[src/rtl/work_loader.sv]
// Work-unit deserializer: collects 8 midstate words and 3 header-tail words from the
// 32-bit shift-out stream and presents the midstate plus padded second SHA-256 block.
module work_loader #(
    parameter int unsigned WORD_WIDTH = 32,
    parameter int unsigned MID_WORDS  = 8,
    parameter int unsigned TAIL_WORDS = 3
) (
    input  logic                            clk,
    input  logic                            reset,
    input  logic                            frame_start,
    input  logic                            shift_in_enable,
    input  logic [WORD_WIDTH-1:0]           in_data,
    input  logic                            work_ack,
    output logic                            work_valid,
    output logic [WORD_WIDTH*MID_WORDS-1:0] mid_state,
    output logic [511:0]                    head_data,
    output logic [3:0]                      word_count,
    output logic                            load_error
);

    localparam int unsigned MID_TOP  = WORD_WIDTH * MID_WORDS - 1;
    localparam logic [3:0]  LAST_MID = 4'(MID_WORDS - 1);
    localparam logic [3:0]  LAST_ALL = 4'(MID_WORDS + TAIL_WORDS - 1);

    // Nonce seed, SHA-256 pad bit, zero fill and the 640-bit message length.
    localparam logic [415:0] HEAD_FIXED = {32'h0, 32'h80000000, 320'h0, 32'h00000280};

    typedef enum logic [1:0] {
        IDLE,
        LOAD_MID,
        LOAD_TAIL,
        PRESENT
    } state_t;

    state_t state;

    always_ff @(posedge clk) begin
        if (reset) begin
            state      <= IDLE;
            work_valid <= 1'b0;
            mid_state  <= '0;
            head_data  <= '0;
            word_count <= '0;
            load_error <= 1'b0;
        end else if (frame_start) begin
            // Restart wins over everything, including a same-cycle ack.
            state             <= LOAD_MID;
            work_valid        <= 1'b0;
            head_data[415:0]  <= HEAD_FIXED;
            if (state == IDLE || state == PRESENT)
                load_error <= 1'b0;
            if (shift_in_enable) begin
                mid_state[MID_TOP -: WORD_WIDTH] <= in_data;
                word_count                       <= 4'd1;
            end else begin
                word_count <= '0;
            end
        end else begin
            case (state)
                IDLE: begin
                    if (shift_in_enable)
                        load_error <= 1'b1;
                end
                LOAD_MID: begin
                    if (shift_in_enable) begin
                        for (int unsigned i = 0; i < MID_WORDS; i++)
                            if (word_count == 4'(i))
                                mid_state[MID_TOP - WORD_WIDTH*i -: WORD_WIDTH] <= in_data;
                        word_count <= word_count + 4'd1;
                        if (word_count == LAST_MID)
                            state <= LOAD_TAIL;
                    end
                end
                LOAD_TAIL: begin
                    if (shift_in_enable) begin
                        for (int unsigned i = 0; i < TAIL_WORDS; i++)
                            if (word_count == 4'(MID_WORDS + i))
                                head_data[511 - WORD_WIDTH*i -: WORD_WIDTH] <= in_data;
                        word_count <= word_count + 4'd1;
                        if (word_count == LAST_ALL) begin
                            state      <= PRESENT;
                            work_valid <= 1'b1;
                        end
                    end
                end
                PRESENT: begin
                    if (shift_in_enable)
                        load_error <= 1'b1;
                    if (work_ack) begin
                        state      <= IDLE;
                        work_valid <= 1'b0;
                    end
                end
                default: state <= IDLE;
            endcase
        end
    end

endmodule

[config.mk]
export PLATFORM = sky130hd
export DESIGN_NAME = work_loader
export DESIGN_NICKNAME = d
export VERILOG_FILES = /design/src/rtl/work_loader.sv
export SDC_FILE = /design/constraint.sdc
export NUM_CORES = 1
export LEC_CHECK = 0
export ABC_CLOCK_PERIOD_IN_PS = 2300
export CAP_MARGIN = 20
export CORE_AREA = 2 2 319 321
export CTS_BUF_LIST = sky130_fd_sc_hd__clkbuf_16
export CTS_CLUSTER_DIAMETER = 100
export DETAILED_ROUTE_END_ITERATION = 10
export DIE_AREA = 0 0 321 323
export GPL_TIMING_DRIVEN = 0
export SLEW_MARGIN = 20
export SYNTH_ARGS = -nofsm -noshare
export SYNTH_HDL_FRONTEND = slang
export SYNTH_SLANG_ARGS = --single-unit
export TNS_END_PERCENT = 1
[constraint.sdc]
create_clock -name clk -period 2.3 [get_ports clk]
set_input_delay 0.345 -clock clk [delete_from_list [all_inputs] [get_ports clk]]
set_output_delay 0.345 -clock clk [all_outputs]
set_load 0.02 [all_outputs]
==> summary.md, run 1 <==
| Metric | Value |
|---|---|
| Synthesized area per cell | `8.112 um^2` |
| Post-synth EDFFs | `0` |
| Floorplan Core Area | `0.1007 mm^2` |
| Minimum setup slack in the final design | `-99.56 ps` |
| Async set-reset flop share out of synthesis | `0%` |
| Netlist cell types | `37` |
| Global-route usage over all layers | `14.11%` |
| Final count of negative-setup-slack endpoints | `110` |
| Sequential area share after synthesis | `43.04%` |
| HPWL after DPL | `59.29 mm` |
| Number of global-route vias before repair | `13,270` |
| Count of endpoints failing hold in the final timing report | `0` |
| DRC Markers | `0` |
| Data required time of the critical path | `2760 ps` |
| Share of the synthesized area in compound gates (AO/OA/AOI/OAI) | `11.29%` |
| Number of buffers between clock root and the deepest sink | `3` |
| Layout Nets | `2,975` |
| Clock period minus final worst setup slack | `2400 ps` |
| Highest clock frequency the design can meet | `416.7 MHz` |
| Boundary pin count | `811` |
| Number of max-slew violations in the final report | `0` |
| Layer with the highest usage after global routing | `met2` |
| Final weighted congestion in routability-driven placement | `0.7675` |
| Warnings from Yosys | `0` |
| CP Data Arrival Time | `approximately 2900 ps` |
| Number of antenna-violating nets in the routed design | `0` |
| Worst hold margin | `about 90 ps` |
| TNS Setup | `-5319 ps` |
| Count of vias placed by the detailed router | `roughly 15,000` |
| Flop2flop setup slack | `-100 ps` |
| End point of the worst hold path | `state[1]` |
| Violated checks | `setup timing` |
| Run status | `finished, violations left` |
| Number of fill cells | `10,960` |
| Worst min-delay path category | `in2reg` |
| Total leakage power | `10.37 nW` |
| First-pass iteration count of the detailed router | `7` |
| Clock root buffer master | `sky130_fd_sc_hd__clkbuf_16` |
| Final worst-path cycle share | `104.3%` |
| CTS Buf Count | `45` |
| Clock Skew | `20.72 ps` |
| Initial antenna violation count | `5` |
| Growth of design area from synthesis to finish | `52.38%` |
| Clock Sinks | `361` |
| Detailed-route vias per instance | `between 3 and 4` |
| Synth Area in Simple Gates | `18.08%` |
| Logic depth of the worst register-to-register path | `7` |
| Area of the mapped netlist | `0.01679 mm^2` |
| PD cells | `631.1 mW/mm^2` |
| Arithmetic-cell share of the synthesized area counting full adders, half adders and majority gates | `0.6706%` |
| Maximum number of pins on one net before global-route repair | `14` |
| Number of max-cap violations | `0` |
| Area share of xor/xnor cells in the synthesized design | `0.1043%` |
| Synth Flop Type | `sky130_fd_sc_hd__dfxtp_1` |
| FF-to-FF Start | `state[0]` |
| Highest ir drop seen on vdd | `0.4913 mV` |
| Met1 Track Usage GR | `17.36%` |
| Max-slew headroom | `20.08%` |
| Critical path peak fanout | `10` |
| Slew at the pin with the worst max-slew slack | `1199 ps` |
| Overflow left after global routing | `0` |
| Post-route core utilization | `25.41%` |
| Die height | `between 300 and 400 um` |
| CTS H-Tree Depth | `2` |
| RSZ-0062 raised after global routing | `true` |
| Capturing point of the worst reg2reg path | `mid_state[91]` |
| Horizontal die dimension | `approximately 320 um` |
| DIE AREA | `0.1037 mm^2` |
| Clock slew seen by the registers of the worst setup and hold paths | `60 ps` |
| Flip-flop and latch count after synthesis | `approximately 360` |
| Critical Setup Path Class | `reg2reg` |
| Worst hold path startpoint | `frame_start` |
| TritonCTS clock tree | `yes` |
| Worst-Skew Late Latency | `approximately 610 ps` |
| Starting Density | `between 10% and 20%` |
| Worst setup SP type | `register` |
| Met2 routing resource usage after global routing | `23.56%` |
| Input/output buffers | `395` |
| Number of DRC markers in iteration 0 | `approximately 930` |
| Global-route wire length before repair | `103.1 mm` |
| Sum of routed wire length over all layers | `77.29 mm` |
| Rows | `between 100 and 150` |
| Layout cells sized above 1 | `22.43%` |
| Global Route met3 Usage | `4.426%` |
| Per-cell routed wire length | `18.08 um` |
| Synthesized instance count | `2,070` |
| Sort of element at the end of the critical path | `register` |
| Largest family of logic cells by synthesized area | `buffers and inverters` |
| Hold-critical path depth | `3` |
| Mux share of post-synthesis cell area | `1.967%` |
[sequential cells by signal, indices dropped and copies added (netlist names)]
signal,cells
head_data,97
load_error,1
mid_state,256
state,2
word_count,4
work_valid,1
[layout make-up]
| type | count | area, um^2 | share of cell area, % |
|---|---|---|---|
| diodes | 1 | 2.502 | 0.009779 |
| plain buffers | 570 | 4204 | 16.43 |
| clock buffers | 47 | 1176 | 4.596 |
| clock inverters | 36 | 332.8 | 1.301 |
| inverters | 5 | 18.77 | 0.07335 |
| multi-input cells | 1546 | 6990 | 27.32 |
| flip-flops and latches | 361 | 7227 | 28.24 |
| well taps | 1309 | 1638 | 6.401 |
| repair buffers | 400 | 3999 | 15.63 |
[Yosys cell counts (2+ instances only)]
| cell type | instances | area [um^2] |
|---|---|---|
| sky130_fd_sc_hd__nor2_1 | 39 | 146.4 |
| sky130_fd_sc_hd__clkbuf_1 | 61 | 229.0 |
| sky130_fd_sc_hd__mux2i_1 | 33 | 330.3 |
| sky130_fd_sc_hd__nor2b_1 | 35 | 219.0 |
| sky130_fd_sc_hd__dfxtp_1 | 361 | 7227 |
| sky130_fd_sc_hd__nand4_1 | 7 | 43.79 |
| sky130_fd_sc_hd__or3_1 | 3 | 18.77 |
| sky130_fd_sc_hd__nand2b_1 | 2 | 12.51 |
| sky130_fd_sc_hd__buf_6 | 43 | 484.2 |
| sky130_fd_sc_hd__inv_1 | 5 | 18.77 |
| sky130_fd_sc_hd__ha_1 | 9 | 112.6 |
| sky130_fd_sc_hd__a21oi_1 | 272 | 1361 |
| sky130_fd_sc_hd__o21ai_0 | 2 | 10.01 |
| sky130_fd_sc_hd__and4_1 | 4 | 35.03 |
| sky130_fd_sc_hd__buf_4 | 430 | 3228 |
| sky130_fd_sc_hd__xor2_1 | 2 | 17.52 |
| sky130_fd_sc_hd__nand2_1 | 643 | 2414 |
| sky130_fd_sc_hd__nor3_1 | 4 | 20.02 |
| sky130_fd_sc_hd__buf_2 | 32 | 160.2 |
| sky130_fd_sc_hd__nand3_1 | 6 | 30.03 |
| sky130_fd_sc_hd__a21oi_2 | 53 | 464.2 |
| sky130_fd_sc_hd__buf_8 | 3 | 45.04 |
| sky130_fd_sc_hd__and3_1 | 7 | 43.79 |
[metal layers]
layer | vias to the layer above | routed length, um
met5 | - | 0
met4 | 0 | 1955
met3 | 92 | 6763
met2 | 630 | 36520
met1 | 6845 | 32050
li1 | 7477 | -
[per-stage QoR]
step / area (um^2) / setup slack (ps) / total power, W / instances
2_1_floorplan: 18340 / 536.4 / 0.008245 / 2482
3_3_place_gp: 23930 / -955.8 / 0.008835 / 4186
3_5_place_dp: 23960 / -799.0 / 0.008855 / 4187
4_1_cts: 25540 / -221.4 / 0.01634 / 4272
5_1_grt: 25590 / -261.4 / 0.01674 / 4274
6_report: 25590 / -99.56 / 0.01615 / 4275
[worst max-delay path: stages (launching register included)]
cell	delay (ps)
sky130_fd_sc_hd__dfxtp_1	440
sky130_fd_sc_hd__ha_1	320
sky130_fd_sc_hd__nor3b_4	310
sky130_fd_sc_hd__buf_6	180
sky130_fd_sc_hd__nand4_1	460
sky130_fd_sc_hd__buf_4	390
sky130_fd_sc_hd__nand2_1	90
sky130_fd_sc_hd__a21oi_1	60
[cell usage in the layout (no fill, tap or decap), drive strengths merged, types with 2 or more instances in the layout]
cell type and count:
a21oi 325, and3 7, and4 4, buf 513, bufinv 5, clkbuf 109, clkdlybuf4s50 395, clkinv 19
clkinvlp 2, conb 413, dfxtp 361, ha 9, inv 15, mux2i 33, nand2 643, nand2b 2
nand3 6, nand4 7, nor2 39, nor2b 36, nor3 4, o21ai 2, or3 3, xor2 2
[logic make-up after synthesis]
| group | after synthesis |
|---|---|
| AO/OA/AOI/OAI | 334 |
| multiplexers | 33 |
| XOR/XNOR | 2 |
| buffers and inverters | 575 |
| flip-flops | 361 |
| other | 1 |
| AND/OR/NAND/NOR | 755 |
| adder cells (fa/ha/maj) | 9 |
[report_power, final]
group          switching (W)  internal, W  total (W)
registers          0.0000482      0.00632    0.00636
logic                0.00149     0.000886    0.00238
clock network        0.00311      0.00429    0.00741
[timing repair]
item                                    CTS  global route
hold buffers                              0             0
buffers inserted                          2             2
gates cloned                              0             0
endpoints found under the setup margin  303           283
resized for setup                        18            24
[worst max path at each step]
stage	startpoint	endpoint	slack, ps	cells after the start
after detailed placement	shift_in_enable	head_data[488]	-800	7
after floorplan	word_count[0]	mid_state[225]	540	8
after global routing	state[0]	mid_state[64]	-260	7
after global placement	shift_in_enable	mid_state[234]	-960	6
final	state[0]	mid_state[91]	-100	7
after CTS	state[0]	mid_state[23]	-220	7
No activity file was read; power rests on OpenSTA's default activity.
==> run 2: changes to the inputs <==
Settings changed: CAP_MARGIN 20 to not set, SKIP_LAST_GASP set to 1.
==> run 2 against run 1 <==
  * The run still ends with setup timing left
  * Final cell count about the same
  * Utilization down 0.063 points
  * Hold slack better by 5.7 ps
  * Combinational power about the same
  * Fmax down 2.8%
  * Sequential share of layout area up 0.071 points
  * Highest routed layer unchanged
  * Via count down 0.40%
  * Sequential power about the same
==> summary.md, run 2 (synthesis results as in run 1) <==
| Metric | Value |
|---|---|
| Run status | `finished, violations left` |
| Violated checks | `setup timing` |
| Flip-flop count of the largest register, all copies and words added | `256` |
| Worst setup SP type | `register` |
| Clock Skew | `21.43 ps` |
| FF-to-FF Start | `state[0]` |
| Sum of routed wire length over all layers | `77.23 mm` |
| Most common library cell in the layout ignoring fill and taps | `sky130_fd_sc_hd__nand2_1` |
| Number of antenna-violating nets in the routed design | `0` |
| Number of buffers between clock root and the deepest sink | `3` |
| Final count of negative-setup-slack endpoints | `approximately 200` |
| Floorplan Core Area | `0.1007 mm^2` |
| Commonest non-fill, non-tap cells in the layout | `sky130_fd_sc_hd__nand2_1 (643), sky130_fd_sc_hd__buf_4 (434), sky130_fd_sc_hd__conb_1 (413)` |
| Logic depth of the worst register-to-register path | `7` |
| CTS Buf Count | `45` |
| Number of DRC markers in iteration 0 | `981` |
| Hold-critical path depth | `3` |
| Boundary pin count | `811` |
| Sort of element at the end of the critical path | `register` |
| Non-Filler Cell Area, Final | `0.02552 mm^2` |
| Worst-Skew Late Latency | `610 ps` |
| Clock period minus final worst setup slack | `between 2000 and 2500 ps` |
| End point of the worst hold path | `state[1]` |
| Rows | `117` |
| Global-route usage over all layers | `14.11%` |
| Overflow left after global routing | `0` |
| Starting Density | `between 10% and 20%` |
| Die height | `323 um` |
| Highest ir drop seen on vdd | `0.4923 mV` |
| Clock slew seen by the registers of the worst setup and hold paths | `around 60 ps` |
| TritonCTS clock tree | `yes` |
| Worst hold margin | `around 95 ps` |
| Number of max-cap violations | `0` |
| Final weighted congestion in routability-driven placement | `0.7675` |
| Global-route wire length before repair | `about 100 mm` |
| CP max stage cell | `sky130_fd_sc_hd__clkbuf_2` |
| Total leakage power | `10.34 nW` |
| First-pass iteration count of the detailed router | `7` |
| DIE AREA | `0.1037 mm^2` |
| Highest clock frequency the design can meet | `405.0 MHz` |
| Input/output buffers | `395` |
| Detailed-route vias per instance | `approximately 3.5` |
| Count of endpoints failing hold in the final timing report | `0` |
| Reg area | `roughly 0.0072 mm^2` |
| Flop2flop setup slack | `-170 ps` |
| Clock root buffer master | `sky130_fd_sc_hd__clkbuf_16` |
| Number of global-route vias before repair | `13,260` |
| Initial antenna violation count | `5` |
| DRC Markers | `0` |
| CTS H-Tree Depth | `2` |
| Capturing point of the worst reg2reg path | `mid_state[214]` |
| Cell-by-cell trace of the critical path | `ha_1, nor3b_4, buf_6, nand3_1, clkbuf_2, nand2_1, a21oi_2` |
| Count of vias placed by the detailed router | `14,980` |
| Largest reg by FF count | `mid_state` |
| HPWL after DPL | `59.29 mm` |
| Data required time of the critical path | `2740 ps` |
| Area taken by multi-input logic gates | `0.006967 mm^2` |
| Worst min-delay path category | `in2reg` |
| Place WS | `-799.0 ps` |
| Clock Sinks | `361` |
| PD cells | `632.3 mW/mm^2` |
| Slew at the pin with the worst max-slew slack | `1220 ps` |
| Maximum number of pins on one net before global-route repair | `14` |
| Growth of design area from synthesis to finish | `52.00%` |
| Number of max-slew violations in the final report | `0` |
| Delay contributed by the slowest stage of the critical path | `just under 500 ps` |
| RSZ-0062 raised after global routing | `true` |
| Horizontal die dimension | `321 um` |
| Max-slew headroom | `18.65%` |
| Critical path peak fanout | `10` |
| Registers with the highest flip-flop counts | `mid_state: 256 flops, head_data: 97 flops, word_count: 4 flops` |
| Final worst-path cycle share | `107.3%` |
| Worst hold path startpoint | `frame_start` |
| Number of fill cells | `10,970` |
| CP Data Arrival Time | `between 2000 and 3000 ps` |
| Minimum setup slack in the final design | `-168.9 ps` |
| Layout cells sized above 1 | `22.06%` |
| Critical Setup Path Class | `reg2reg` |
| Critical path startpoint | `state[0]` |
| Per-cell routed wire length | `roughly 18 um` |
| Placed cell area | `0.02396 mm^2` |
| Layout Nets | `2,975` |
[run 2: cell count changes in the layout (fill, tap and decap cells not counted), sizes merged]
cell    delta
diode      +1
clkbuf     -1
buf        +1
[run 2: worst max-delay path, delay by kind of cell (launching register included)]
| kind | cells | cell delay (ps) |
|---|---|---|
| AOI/OAI and AO/OA | 1 | 70 |
| adders and majority gates | 1 | 330 |
| buffers and inverters | 2 | 670 |
| DFF | 1 | 440 |
| and+or+nand+nor | 3 | 810 |
[run 2: how the worst max path moves through the flow]
stage / to / slack [ps] / cells after the start
after floorplan: mid_state[225] / 540 / 8
after global placement: mid_state[234] / -960 / 6
after CTS: mid_state[147] / -440 / 7
after detailed placement: head_data[488] / -800 / 7
after global routing: mid_state[214] / -340 / 7
final: mid_state[214] / -170 / 7
[run 2: cell type report]
| type | count | share of cell area [%] |
|---|---|---|
| antenna | 2 | 0.01961 |
| buffer | 570 | 16.30 |
| clock buffer | 47 | 4.608 |
| clock inverter | 36 | 1.304 |
| inverter | 5 | 0.07353 |
| multi-input combinational | 1546 | 27.29 |
| sequential | 361 | 28.31 |
| tap | 1309 | 6.417 |
| timing repair buffer | 400 | 15.67 |
[run 2: routing by layer]
layer | global-route usage (%) | share of wire (%) | vias to the layer above
met5 | 0 | 0 | -
met4 | 4.081 | 2.6 | 0
met3 | 4.426 | 8.4 | 99
met2 | 23.54 | 47 | 632
met1 | 17.38 | 42 | 6784
li1 | - | - | 7469
[run 2: stage by stage]
stage               utilization, %  setup TNS, ps  total power (W)  std cells
global placement             23.76        -167200         0.008835       4186
global route                 25.34         -51490          0.01674       4274
CTS                          25.30         -51190          0.01634       4272
floorplan                        -              0         0.008245       2482
finish                       25.34         -14240          0.01614       4276
detailed placement           23.79        -129090         0.008855       4187
[run 2: timing repair]
item                                    4_1_cts  5_1_grt
gates cloned                                  0        0
resized for setup                             0       10
setup buffers                                 2        2
hold buffers                                  0        0
endpoints found under the setup margin      303      301
[run 2: report_power, final]
group / switching, W / internal, W
Combinational: 0.00149 / 0.000884
Clock: 0.00311 / 0.00429
Sequential: 0.0000479 / 0.00632
==> run 3: changes to the inputs <==
Settings changed: PLACE_DENSITY set to 0.5.
==> run 3 against run 2 <==
  * The flow still finishes with violations (setup timing)
  * Fmax increased by 3.4%
  * Global-route usage increased by 0.17 points
  * Via count decreased by 1.0%
  * First-iteration DRC count decreased by 18%
  * Routed wire length increased by 0.94%
  * Critical path depth increased by 1
  * Cell area decreased by 0.26%
  * Sequential share of layout area increased by 0.074 points
  * Power decreased by 1.9%
  * Critical endpoint is now mid_state[199]
  * Largest cell class unchanged
==> summary.md, run 3 (synthesis results as in run 1) <==
| Metric | Value |
|---|---|
| Capturing point of the worst reg2reg path | `mid_state[199]` |
| Data required time of the critical path | `2830 ps` |
| TritonCTS clock tree | `yes` |
| Flop2flop setup slack | `-90 ps` |
| Slew at the pin with the worst max-slew slack | `1130 ps` |
| Clock slew seen by the registers of the worst setup and hold paths | `60 ps` |
| Maximum number of pins on one net before global-route repair | `13` |
| First-pass iteration count of the detailed router | `4` |
| Clock Sinks | `361` |
| Rows | `117` |
| Critical path capture point | `mid_state[199]` |
| Number of DRC markers in iteration 0 | `between 800 and 900` |
| CP Data Arrival Time | `2920 ps` |
| Sum of routed wire length over all layers | `about 78 mm` |
| Clock period minus final worst setup slack | `about 2400 ps` |
| Overflow left after global routing | `0` |
| Commonest non-fill, non-tap cells in the layout | `sky130_fd_sc_hd__nand2_1 (643), sky130_fd_sc_hd__buf_4 (435), sky130_fd_sc_hd__conb_1 (413)` |
| CTS Buf Count | `47` |
| Final count of negative-setup-slack endpoints | `132` |
| Non-Filler Cell Area, Final | `0.02546 mm^2` |
| Starting Density | `approximately 17%` |
| Layout cells sized above 1 | `between 20% and 30%` |
| Die height | `323 um` |
| Worst min-delay path category | `in2reg` |
| Number of max-slew violations in the final report | `0` |
| Number of global-route vias before repair | `roughly 13,000` |
| Logic depth of the worst register-to-register path | `8` |
| DIE AREA | `0.1037 mm^2` |
| Number of max-cap violations | `0` |
| Delay contributed by the slowest stage of the critical path | `550 ps` |
| Growth of design area from synthesis to finish | `51.61%` |
| Boundary pin count | `811` |
| Number of buffers between clock root and the deepest sink | `3` |
| Placed cell area | `0.02396 mm^2` |
| Count of vias placed by the detailed router | `around 15,000` |
| Detailed-route vias per instance | `3.471` |
| Worst hold margin | `77.19 ps` |
| Highest ir drop seen on vdd | `0.5954 mV` |
| FF-to-FF Start | `state[1]` |
| DRC Markers | `0` |
| Minimum setup slack in the final design | `-87.21 ps` |
| CTS H-Tree Depth | `2` |
| Count of endpoints failing hold in the final timing report | `0` |
| Horizontal die dimension | `321 um` |
| Final std cells w/o fill | `4,273` |
| Clock root buffer master | `sky130_fd_sc_hd__clkbuf_16` |
| Highest clock frequency the design can meet | `between 400 and 500 MHz` |
| Worst setup SP type | `register` |
| Final weighted congestion in routability-driven placement | `0.7666` |
| Sort of element at the end of the critical path | `register` |
| Floorplan Core Area | `0.1007 mm^2` |
| Critical path peak fanout | `10` |
| Cell-by-cell trace of the critical path | `inv_1, ha_1, nor3b_4, buf_6, nand3_1, clkbuf_1, nand2_1, a21oi_2` |
| Number of fill cells | `11,140` |
| Most common library cell in the layout ignoring fill and taps | `sky130_fd_sc_hd__nand2_1` |
| Max-slew headroom | `about a quarter` |
| Largest reg by FF count | `mid_state` |
| Number of antenna-violating nets in the routed design | `0` |
| Registers with the highest flip-flop counts | `mid_state: 256 flops, head_data: 97 flops, word_count: 4 flops` |
| Initial antenna violation count | `3` |
| Layout Nets | `2,978` |
| Worst-Skew Late Latency | `610 ps` |
| Final worst-path cycle share | `103.8%` |
| Total leakage power | `around 10 nW` |
| Violated checks | `setup timing` |
| Per-cell routed wire length | `18.24 um` |
| Post-route core utilization | `25.28%` |
| Input/output buffers | `395` |
| Run status | `finished, violations left` |
| Number of diodes added for antenna fixing | `0` |
| Critical Setup Path Class | `reg2reg` |
| Critical path startpoint | `state[1]` |
| CP max stage cell | `sky130_fd_sc_hd__clkbuf_1` |
| PD cells | `622.0 mW/mm^2` |
| Power Total | `0.01584 W` |
| RSZ-0062 raised after global routing | `true` |
| Global-route usage over all layers | `14.29%` |
| Flip-flop count of the largest register, all copies and words added | `256` |
| HPWL after DPL | `59.57 mm` |
| Number of placed instances with taps included | `4,187` |
| Global-route wire length before repair | `about 100 mm` |
| Clock Skew | `19.87 ps` |
-- run 3: cell count changes in the layout (fill, tap and decap cells not counted), moves of 2 or more --
cell / previous run / this run
sky130_fd_sc_hd__inv_1: 9 / 15
sky130_fd_sc_hd__clkinv_2: 11 / 7
sky130_fd_sc_hd__bufinv_16: 5 / 3
sky130_fd_sc_hd__clkbuf_1: 52 / 54
sky130_fd_sc_hd__clkbuf_2: 9 / 7
sky130_fd_sc_hd__clkinvlp_4: 2 / 0
sky130_fd_sc_hd__diode_2: 2 / 0
sky130_fd_sc_hd__inv_6: 5 / 3
-- run 3: area by class of cell --
type	instances	area, um^2	area share (%)
clock inverter	33	244.0	0.9584
tap	1309	1638	6.433
clock buffer	48	1201	4.718
inverter	5	18.77	0.07372
buffer	570	4161	16.35
sequential	361	7227	28.39
multi-input combinational	1546	6962	27.35
timing repair buffer	401	4006	15.74
-- run 3: layer usage --
metal,global-route usage [%],share of wire (%)
met5,0,0
met4,3.572,2.2
met3,4.946,8.5
met2,24.44,48
met1,17.03,41
-- run 3: how the worst min path moves through the flow --
stage                        start        endpoint  slack [ps]  cells after the start
floorplan                 state[1]        state[1]         500                      2
global placement    head_data[425]  head_data[425]         440                      2
detailed placement  mid_state[118]  mid_state[118]         450                      2
CTS                    frame_start   word_count[0]          20                      3
global route           frame_start   word_count[0]          70                      3
finish                 frame_start        state[1]          80                      3
-- run 3: report_power, final --
part | internal [W] | leakage, nW | switching, W
sequential | 0.00632 | 2.91 | 0.0000488
clock | 0.00410 | 0.752 | 0.00302
combinational | 0.000883 | 6.66 | 0.00147
total | 0.0113 | 10.3 | 0.00454
-- run 3: per-stage QoR --
step,setup TNS [ps],setup WS (ps)
6_report,-4151,-87.21
5_1_grt,-40790,-308.4
4_1_cts,-56940,-461.3
3_5_place_dp,-128350,-676.8
3_3_place_gp,-160050,-1006
2_1_floorplan,0,536.4
-- run 3: worst max-delay path: cells and delay by family (launching register included) --
family	cells	cell delay, ps
compound gates	1	160
fa+ha+maj	1	260
buf+inv	3	770
flops	1	430
simple gates	3	670
-- run 3: timing repair --
action / 4_1_cts / 5_1_grt
setup buffers: 2 / 3
gates resized for setup: 0 / 13
hold buffers: 0 / 0
endpoints found under the setup margin: 302 / 317
hold endpoints to repair: 0 / 0
